$ cat config.mk
export PLATFORM = sky130hd
export DESIGN_NAME = soh_operand_decoder
export DESIGN_NICKNAME = d
export VERILOG_FILES = /design/src/rtl/soh_operand_decoder.sv
export SDC_FILE = /design/constraint.sdc
export NUM_CORES = 1
export LEC_CHECK = 0
export CORE_MARGIN = 3
export CORE_UTILIZATION = 44
export DETAILED_ROUTE_END_ITERATION = 8
export GPL_TIMING_DRIVEN = 0
export PLACE_DENSITY = 0.76
export SLEW_MARGIN = 20
export SYNTH_ARGS = -nofsm -noshare
export SYNTH_HDL_FRONTEND = slang
export SYNTH_SLANG_ARGS = --single-unit
$ cat constraint.sdc
create_clock -name clk -period 1.51 [get_ports clk]
set_input_delay 0.453 -clock clk [delete_from_list [all_inputs] [get_ports clk]]
set_output_delay 0.453 -clock clk [all_outputs]
set_load 0.03 [all_outputs]
$ cat src/rtl/soh_operand_decoder.sv
// ============================================================================
// soh_operand_decoder
//   Decodes PA-RISC instruction words into the SOH select and immediate, and
//   registers them across ID/EX through a 2-entry skid buffer.
//   Optional feature macro: SOH_ILLEGAL_TRAP_EN (drives illegal_op per entry).
//   Revision: 1.0
// ============================================================================
`default_nettype none

module soh_operand_decoder #(
    parameter logic [31:0] RESET_INSTR = 32'h0000_0000
) (
    input  logic        clk,
    input  logic        reset_n,
    input  logic [31:0] instr,
    input  logic        in_valid,
    output logic        in_ready,
    input  logic        flush,
    output logic [2:0]  soh_s,
    output logic [20:0] soh_i,
    output logic        out_valid,
    input  logic        out_ready,
    output logic        illegal_op
);

    // Entry layout: {illegal, S[2:0], I[20:0]}
    function automatic logic [24:0] decode(input logic [31:0] w);
        logic [24:0] d;
        d = {1'b1, 3'b111, 21'd0};
        case (w[31:26])
            6'h02:               d = {1'b0, 3'b000, 21'd0};
            6'h2C, 6'h2D, 6'h25: d = {1'b0, 3'b001, 10'd0, w[10:0]};
            6'h0D, 6'h12, 6'h1A: d = {1'b0, 3'b010, 7'd0, w[13:0]};
            6'h08, 6'h0A:        d = {1'b0, 3'b011, w[20:0]};
            6'h34: begin
                if (w[12:10] == 3'b110)
                    d = {1'b0, 3'b100, 11'd0, w[9:0]};
                else if (w[12:10] == 3'b111)
                    d = {1'b0, 3'b101, 11'd0, w[9:0]};
            end
            6'h35:               d = {1'b0, 3'b110, 11'd0, w[9:0]};
            default:             d = {1'b1, 3'b111, 21'd0};
        endcase
        return d;
    endfunction

`ifdef SOH_ILLEGAL_TRAP_EN
    localparam logic c_trap_en = 1'b1;
`else
    localparam logic c_trap_en = 1'b0;
`endif

    // A reset word that does not decode leaves the entries as a cleared bubble.
    localparam logic [24:0] c_rst_dec    = decode(RESET_INSTR);
    localparam logic [24:0] c_rst_fields = c_rst_dec[24] ? 25'd0 : c_rst_dec;

    typedef enum logic [1:0] {
        EMPTY = 2'd0,
        ONE   = 2'd1,
        TWO   = 2'd2
    } state_t;

    state_t      state, state_nxt;
    logic [24:0] out_entry, skid_entry;
    logic [24:0] dec_raw, dec_in;
    logic        accept, drain;
    logic        load_out_new, load_out_skid, load_skid;

    assign dec_raw  = decode(instr);
    assign dec_in   = {dec_raw[24] & c_trap_en, dec_raw[23:0]};

    assign in_ready  = (state != TWO);
    assign out_valid = (state != EMPTY);
    assign accept    = in_valid & in_ready;
    assign drain     = out_valid & out_ready;

    always_ff @(posedge clk or negedge reset_n) begin
        if (!reset_n) state <= EMPTY;
        else          state <= state_nxt;
    end

    always_comb begin
        state_nxt     = state;
        load_out_new  = 1'b0;
        load_out_skid = 1'b0;
        load_skid     = 1'b0;
        if (flush) begin
            state_nxt = EMPTY;
        end else begin
            case (state)
                EMPTY: begin
                    if (accept) begin
                        state_nxt    = ONE;
                        load_out_new = 1'b1;
                    end
                end
                ONE: begin
                    if (accept && drain) begin
                        load_out_new = 1'b1;
                    end else if (accept) begin
                        state_nxt = TWO;
                        load_skid = 1'b1;
                    end else if (drain) begin
                        state_nxt = EMPTY;
                    end
                end
                TWO: begin
                    if (drain) begin
                        state_nxt     = ONE;
                        load_out_skid = 1'b1;
                    end
                end
                default: state_nxt = EMPTY;
            endcase
        end
    end

    // Data only moves on loads; invalidated entries keep their last contents.
    always_ff @(posedge clk or negedge reset_n) begin
        if (!reset_n) begin
            out_entry  <= c_rst_fields;
            skid_entry <= c_rst_fields;
        end else begin
            if (load_out_new)       out_entry <= dec_in;
            else if (load_out_skid) out_entry <= skid_entry;
            if (load_skid)          skid_entry <= dec_in;
        end
    end

    assign illegal_op = out_entry[24];
    assign soh_s      = out_entry[23:21];
    assign soh_i      = out_entry[20:0];

endmodule

`default_nettype wire
======== Word level (Yosys, flattened, before mapping) ========
Cells that the tools add are included.
W data, S select, Z words.
operators by class
  reductions and logical operators ........ 8
  mux-type cells .......................... 22
  eq/ne operators ......................... 20
  bitwise logic cells ..................... 2
operators by type and width
  operator              number
  $pmux W24 S6          1
  $mux W25              2
  $eq A6 B6 Y1 const B  5
  $mux W24              1
  $mux W23              1
  $eq A6 B4 Y1 const B  3
  $eq A6 B5 Y1 const B  2
  $mux W2               6
  $mux W1               9
  $ne A3 B3 Y1 const B  3
  $eq A3 B3 Y1 const B  2
  $eq A6 B2 Y1 const B  1
  $pmux W2 S3           1
  $reduce_or A3 Y1      2
  $ne A4 B4 Y1 const B  1
  $reduce_and A4 Y1     1
  $reduce_bool A2 Y1    2
  $and A1 B1 Y1         2
  $eq A2 B1 Y1 const B  1
  $eq A2 B2 Y1 const B  1
  $logic_not A2 Y1      1
  $ne A2 B2 Y1 const B  1
  $pmux W1 S2           1
  $reduce_or A2 Y1      1
  $logic_and A1 B1 Y1   1
storage, ports and cells
  input bits .............................. 37
  register bits after elaboration ......... 51

======== Longest topological paths before layout ========
  depth in word-level cells ............... 7
  gate-level depth with buffers ........... 6
  depth with buffers taken out ............ 4

======== Worst setup path after synthesis ========
No wires, ideal clock.
  path kind ............................... input -> register
  from .................................... input port instr[29]
  to ...................................... register out_entry[3]
  cell stages on the path ................. 5
  path buffers ............................ 1
  arrival time ............................ 1.521 ns
  path slack .............................. -0.131 ns
  required time ........................... 1.390 ns
  cell sequence ........................... maj3_2 -> a22o_4 -> a21bo_1 -> buf_6 -> a31o_1
on the way
  word-level cells in the longest chain between the ends .. 4
  elaborated cells on any way between the ends .. 16
  classes of those cells .................. eq/ne: 11; mux: 2; reduce/logical: 3
RTL lines
  element                                               RTL line  RTL
  start, declared                                       15        input logic [31:0] instr,
  $eq A6 B4 Y1, or another cell as far along            30        case (w[31:26])
  $reduce_or A3 Y1 or $reduce_or A2 Y1 (tied branches)  30
  $pmux W24 S6 (*)                                      30
  $mux W25 (*)                                          124       if (load_out_new) out_entry <= dec_in;
  end signal, assigned                                  121       out_entry <= c_rst_fields;
  end signal, assigned                                  124
  end signal, assigned                                  125       else if (load_out_skid) out_entry <= skid_entry;
  end, declared                                         64        logic [24:0] out_entry, skid_entry;
Mark *: on every way between the ends. The rest lies on a longest branch, timed or not.
A chain may end at the register's enable or synchronous reset.

======== Worst setup path after layout ========
  from .................................... register state[1]
  to ...................................... register skid_entry[23]
on the way
  word-level cells in the longest chain between the ends .. 6
  elaborated cells on any way between the ends .. 10
  classes of those cells .................. eq/ne: 2; mux: 4; bitwise: 2; reduce/logical: 2
RTL lines
  element                                             RTL line  RTL
  start, declared                                     63        state_t state, state_nxt;
  start signal, assigned                              79        else state <= state_nxt;
  $ne A2 B2 Y1 or $reduce_bool A2 Y1 (tied branches)  72, 73
  $and A1 B1 Y1 (on tied branches)                    74, 75
  $mux W1 or $logic_and A1 B1 Y1 (tied branches)      100, 98
  $mux W1                                             98        if (accept && drain) begin
  $mux W1 (*)                                         90        case (state)
  $mux W1 (*)                                         87        if (flush) begin
  end signal, assigned                                122       skid_entry <= c_rst_fields;
  end signal, assigned                                126       if (load_skid) skid_entry <= dec_in;
  end, declared                                       64
Marks and branches as above.

==> results_dict.tcl <==
set metrics [dict create \
    synth-seq-cells 50 \
    p_leak_nw 1.86 \
    routed_via_density 6.16 \
    crit_path_max_fanout 5 \
    synth-edff-count 0 \
    worst_pin_slew_ps 637 \
    worst-path-buf-inv 4 \
    drive_gt1_share_pct 45.3 \
    cp-start-kind "flop" \
    netlist.area_leader.share_pct 50.4 \
    timing.rr.start "state[1]" \
    peakVddDrop_mv 0.454 \
    design_area_mm2 0.00403 \
    yosys-top-cells-area "dfrtp_1 50%, nand2_1 12%, a21oi_1 5.2%" \
    place_area_mm2 0.00314 \
    place_congestion 0.850 \
    row_count 26 \
    via_count 2717 \
    slowest_stage "dfrtp_2" \
    rrSetupSlack_ps -270 \
    grt_antenna_before_repair 0 \
    dp_hpwl_mm 4.27 \
    grt_usage_pct 27.7 \
    violations "setup timing" \
    timing.fmax_mhz 561 \
    fin_skew_ps 7.57 \
    die-area_mm2 0.00658 \
    diodes 0 \
    cp_slowest_stage_delay_ps 420 \
    synth_warnings 0 \
    arrival_ps 1940 \
    grt_pass1_wl_mm 13.6 \
    cellPowerDensity_mw_per_mm2 859 \
    r2r_cells 8 \
    postCtsHoldBufs 0 \
    rsz0062_at_grt "yes" \
    synthArstFlopShare_pct 100 \
    fin_ws_ps -272 \
    postSynthCellCount 280 \
    slew_headroom_pct 57.5 \
    outcome "complete, but fails checks" \
    hold_viol_final 0 \
    port_buffers 57 \
    netlist_area_mm2 0.00248 \
    post-route-period-util_pct 118 \
    ioPinCount 64 \
    finalSetupViolCount 50 \
    maxCapViolCount 0 \
    min_period_ps 1780 \
    crit_chain "buf_6 > buf_6 > nor3b_4 > buf_6 > nand2_4 > buf_8 > nand2_1 > o21ai_0" \
    path_class "reg -> reg" \
    clkTransAtPathRegs_ps 90 \
    required_ps 1670 \
    wirelength_mm 9.59 \
    crit_top_cell "buf_6" \
    drtIter0Drc 297 \
    final_common_cell "nand2_1" \
    final_max_slew_viol_count 0 \
    yosysSeqAreaShare_pct 50.4 \
    drc 0 \
    htree_levels 2 \
    grt_pass1_vias 2684 \
    firstDrtPassIters 5 \
    wl_per_cell_um 21.8 \
    cts_tree "built" \
    synth.avg_cell_area_um2 8.86 \
    ant_nets 0 \
    root_buffer "clkbuf_8" \
    p_total_mw 3.46 \
    clock_latency_ps 320 \
    die_h_um 81.1 \
    ys_types 41 \
    synthFlopType "dfrtp_1" \
    initial_core_util_pct 47.1 \
    fp.dieW_um 81.1 \
    nets 407 \
    post-synth-top-area-cell "dfrtp_1" \
    path_delay_family "buffers and inverters" \
    final_util_pct 76.5 \
    hp-class "in -> async" \
    grt_max_degree 51 \
    cts-buffers-inserted 5 \
    coreArea_mm2 0.00527 \
    clock-sinks 50 \
    setup_tns_ps -5850 \
    r2r_end "skid_entry[23]" \
    layout_common_cells "56 x nand2_1, 48 x dfrtp_1, 19 x clkdlybuf4s50_1" \
    cts_buffer_depth 2 \
    syn2layout_area_growth_pct 62.6 \
    crit_path_end_kind "flop" \
    syn_nets 317 \
    gr-total-overflow 0 \
]
==> power breakdown <==
| part | leakage (nW) | internal [mW] | switching [mW] |
|---|---|---|---|
| sequential | 0.653 | 1.48 | 0.120 |
| clock | 0.0482 | 0.371 | 0.458 |
| combinational | 1.16 | 0.438 | 0.601 |
==> cells by family after synthesis <==
kind of cell	after synthesis	share of synthesized area (%)
flip-flops	50	50.4
AND/OR/NAND/NOR	124	23.6
adder cells (fa/ha/maj)	1	0.454
AO/OA/AOI/OAI	76	20.1
buffers and inverters	26	4.54
other	1	0.151
multiplexers	2	0.807
==> Yosys cell counts, drive strengths merged, types with 2 or more instances <==
cell type and instances:
nand2b 4, nand3 2, nor2 6, or2 3, a21oi 26, o21ai 17, o31ai 10, nand4bb 3
nor3 3, a31oi 3, dfrtp 50, nor2b 3, inv 11, a31o 10, clkbuf 10, and3 11
nand2 81, buf 5, mux2i 2, a22oi 3
==> registers in the layout (all words and copies together), names as in the netlist <==
register / cells
state: 2
out_entry: 24
skid_entry: 24
==> timing repair <==
action | in CTS | in global routing
setup buffers | 17 | 1
pin swaps | 17 | 21
resized for setup | 202 | 90
cloned | 9 | 0
endpoints found under the setup margin | 74 | 67
==> metal layers <==
layer | wire length, um | GRT usage (%) | up-vias
met1 | 3490 | 34.7 | 1321
met3 | 772 | 4.66 | 57
li1 | - | - | 1150
met5 | 0 | 0 | -
met2 | 4780 | 46.0 | 189
met4 | 548 | 14.2 | 0
==> how the worst max path moves through the flow <==
stage / from / end / slack (ps) / depth (start not counted)
after floorplan: instr[31] / out_entry[3] / -60 / 5
after global placement: reset_n / out_entry[3] / -1480 / 1
after detailed placement: instr[26] / skid_entry[15] / -890 / 5
after CTS: state[1] / out_valid / -230 / 2
after global routing: state[1] / skid_entry[23] / -280 / 8
final: state[1] / skid_entry[23] / -270 / 8
==> area by class of cell <==
type / count / area (um2)
sequential: 50 / 1250
tap: 70 / 87.6
inverter: 11 / 41.3
clock buffer: 7 / 86.3
buffer: 15 / 195
multi-input combinational: 205 / 1610
fill: 343 / 1240
timing repair buffer: 82 / 756
clock inverter: 1 / 5.00
==> through the flow <==
step	instances	hold WS (ps)	setup WS [ps]
after floorplan	280	157	-60.7
after global placement	407	461	-1480
after detailed placement	407	471	-889
after CTS	441	186	-232
after global routing	441	193	-283
final	441	149	-272
No activity file was read; power rests on OpenSTA's default activity.
==> patch (same settings) <==
The option `SOH_ILLEGAL_TRAP_EN` is turned on by a define.
--- a/src/rtl/soh_operand_decoder.sv
+++ b/src/rtl/soh_operand_decoder.sv
@@ -6,6 +6,8 @@
 //   Revision: 1.0
 // ============================================================================
 `default_nettype none
+
+`define SOH_ILLEGAL_TRAP_EN
 
 module soh_operand_decoder #(
     parameter logic [31:0] RESET_INSTR = 32'h0000_0000
Check against the original RTL: not equivalent (Yosys sat finds a counterexample within 4 cycles, from zero or initial values and one cycle with reset_n low).
==> patch against the original RTL <==
  * The run still ends with setup timing left
  * Final area is 3.2% lower
  * Count of clock-buffer cells in the layout shrank 1
  * Combinational power fell by 22%
  * Synthesized area increased by 2.6%
  * Synthesized cell count is 0.71% lower
  * Routed wire length is 20% lower
  * Sequential cell count rose by 2
  * Power shrank 3.1%
  * Die area rose by 2.4%
  * Worst hold slack improved by 0.026 ns
  * Setup slack better by 0.20 ns
==> patch: results <==
set metrics [dict create \
    routed_via_density 5.77 \
    dp_hpwl_um 4370 \
    synthMuxAreaShare_pct 0.787 \
    wl_met2_um 3910 \
    failed_checks "setup timing" \
    synth-seq-area-share_pct 51.1 \
    wl_met1_um 3120 \
    synth_top_cells_by_count "nand2_1 (91), dfrtp_1 (52), o21ai_0 (25)" \
    grt_max_degree 53 \
    io_buffer_count 55 \
    synthXorXnorAreaFrac_pct 0 \
    dr_wl_met3_um 475 \
    pre_cts_ws_ns -1.03 \
    top_layer "met4" \
    wl_per_cell_um 17.5 \
    crit_end "out_entry[6]" \
    syn-num-nets 315 \
    gp_congestion 0.886 \
    worstPathArrival_ns 1.81 \
    grt_use_total_pct 21.8 \
    critPathMaxFanout 10 \
    fin_setup_tns_ns -0.509 \
    holdWs_ns 0.175 \
    grt_pass1_vias 2375 \
    cts_buffers 5 \
    synth-compound-area-share_pct 22.3 \
    tightest_slew_ns 0.658 \
    status "complete, but fails checks" \
    skew_ns 0.00417 \
    place_inst 405 \
    gr-usage-met1_pct 28.3 \
    intPower_mw 2.36 \
    via_count 2508 \
    use_met2_pct 38.1 \
    pg_seq_mw 1.59 \
    grt_pass1_wl_um 11200 \
    layout.nets 399 \
    place_area_sq_um 3210 \
    syn_area_per_cell_sq_um 9.15 \
    yosysUniqueCellTypes 40 \
    switching_share_pct 29.6 \
    reg_top3 "out_entry: 25 flops, skid_entry: 25 flops, state: 2 flops" \
    fin_util_pct 70.5 \
    reg2reg_depth 6 \
    ir_worst_vdd_mv 0.488 \
    power_leakage_nw 1.70 \
    setup_viol 25 \
    drt_pass1_iterations 4 \
    synth_area_leaders "dfrtp_1 (51%), nand2_1 (13%), o21ai_0 (4.9%)" \
    drive_gt1_share_pct 43.5 \
    pwr-share-clk_pct 28.5 \
    synthAdderAreaFrac_pct 0.442 \
    crit_start "state[0]" \
    fin_ws_ns -0.0763 \
    cts-root-buf "clkbuf_8" \
    fillers 418 \
    drt_iter0_markers 177 \
    cts_resized 153 \
    cts_setup_buffers 16 \
    use_met3_pct 3.62 \
]
-- patch: changes by cell type in the layout (fill, tap and decap cells not counted), sizes merged, moves of 3 or more --
cell and change:
o31ai -10, nand2 +9, a21oi -18, a2bb2oi +10, and3 -9, inv -9, o21ai +21, a22oi +4
nand2b +3, a31oi -3, o211ai +7, a31o -10
-- patch: final cells by class --
class / instances / share of cell area, %
Multi-Input combinational cell: 207 / 38.6
Sequential cell: 52 / 33.4
Timing Repair Buffer: 80 / 18.3
Buffer: 14 / 4.49
Tap cell: 72 / 2.31
Clock buffer: 6 / 1.86
Clock inverter: 2 / 0.897
Inverter: 2 / 0.192
-- patch: worst max-delay path, cell delays in order, from the launching register on --
cell and delay [ns]:
dfrtp_1 0.42, buf_6 0.15, nor2b_4 0.14, nor3_4 0.31
clkbuf_8 0.25, nand2_1 0.07, o21ai_1 0.17
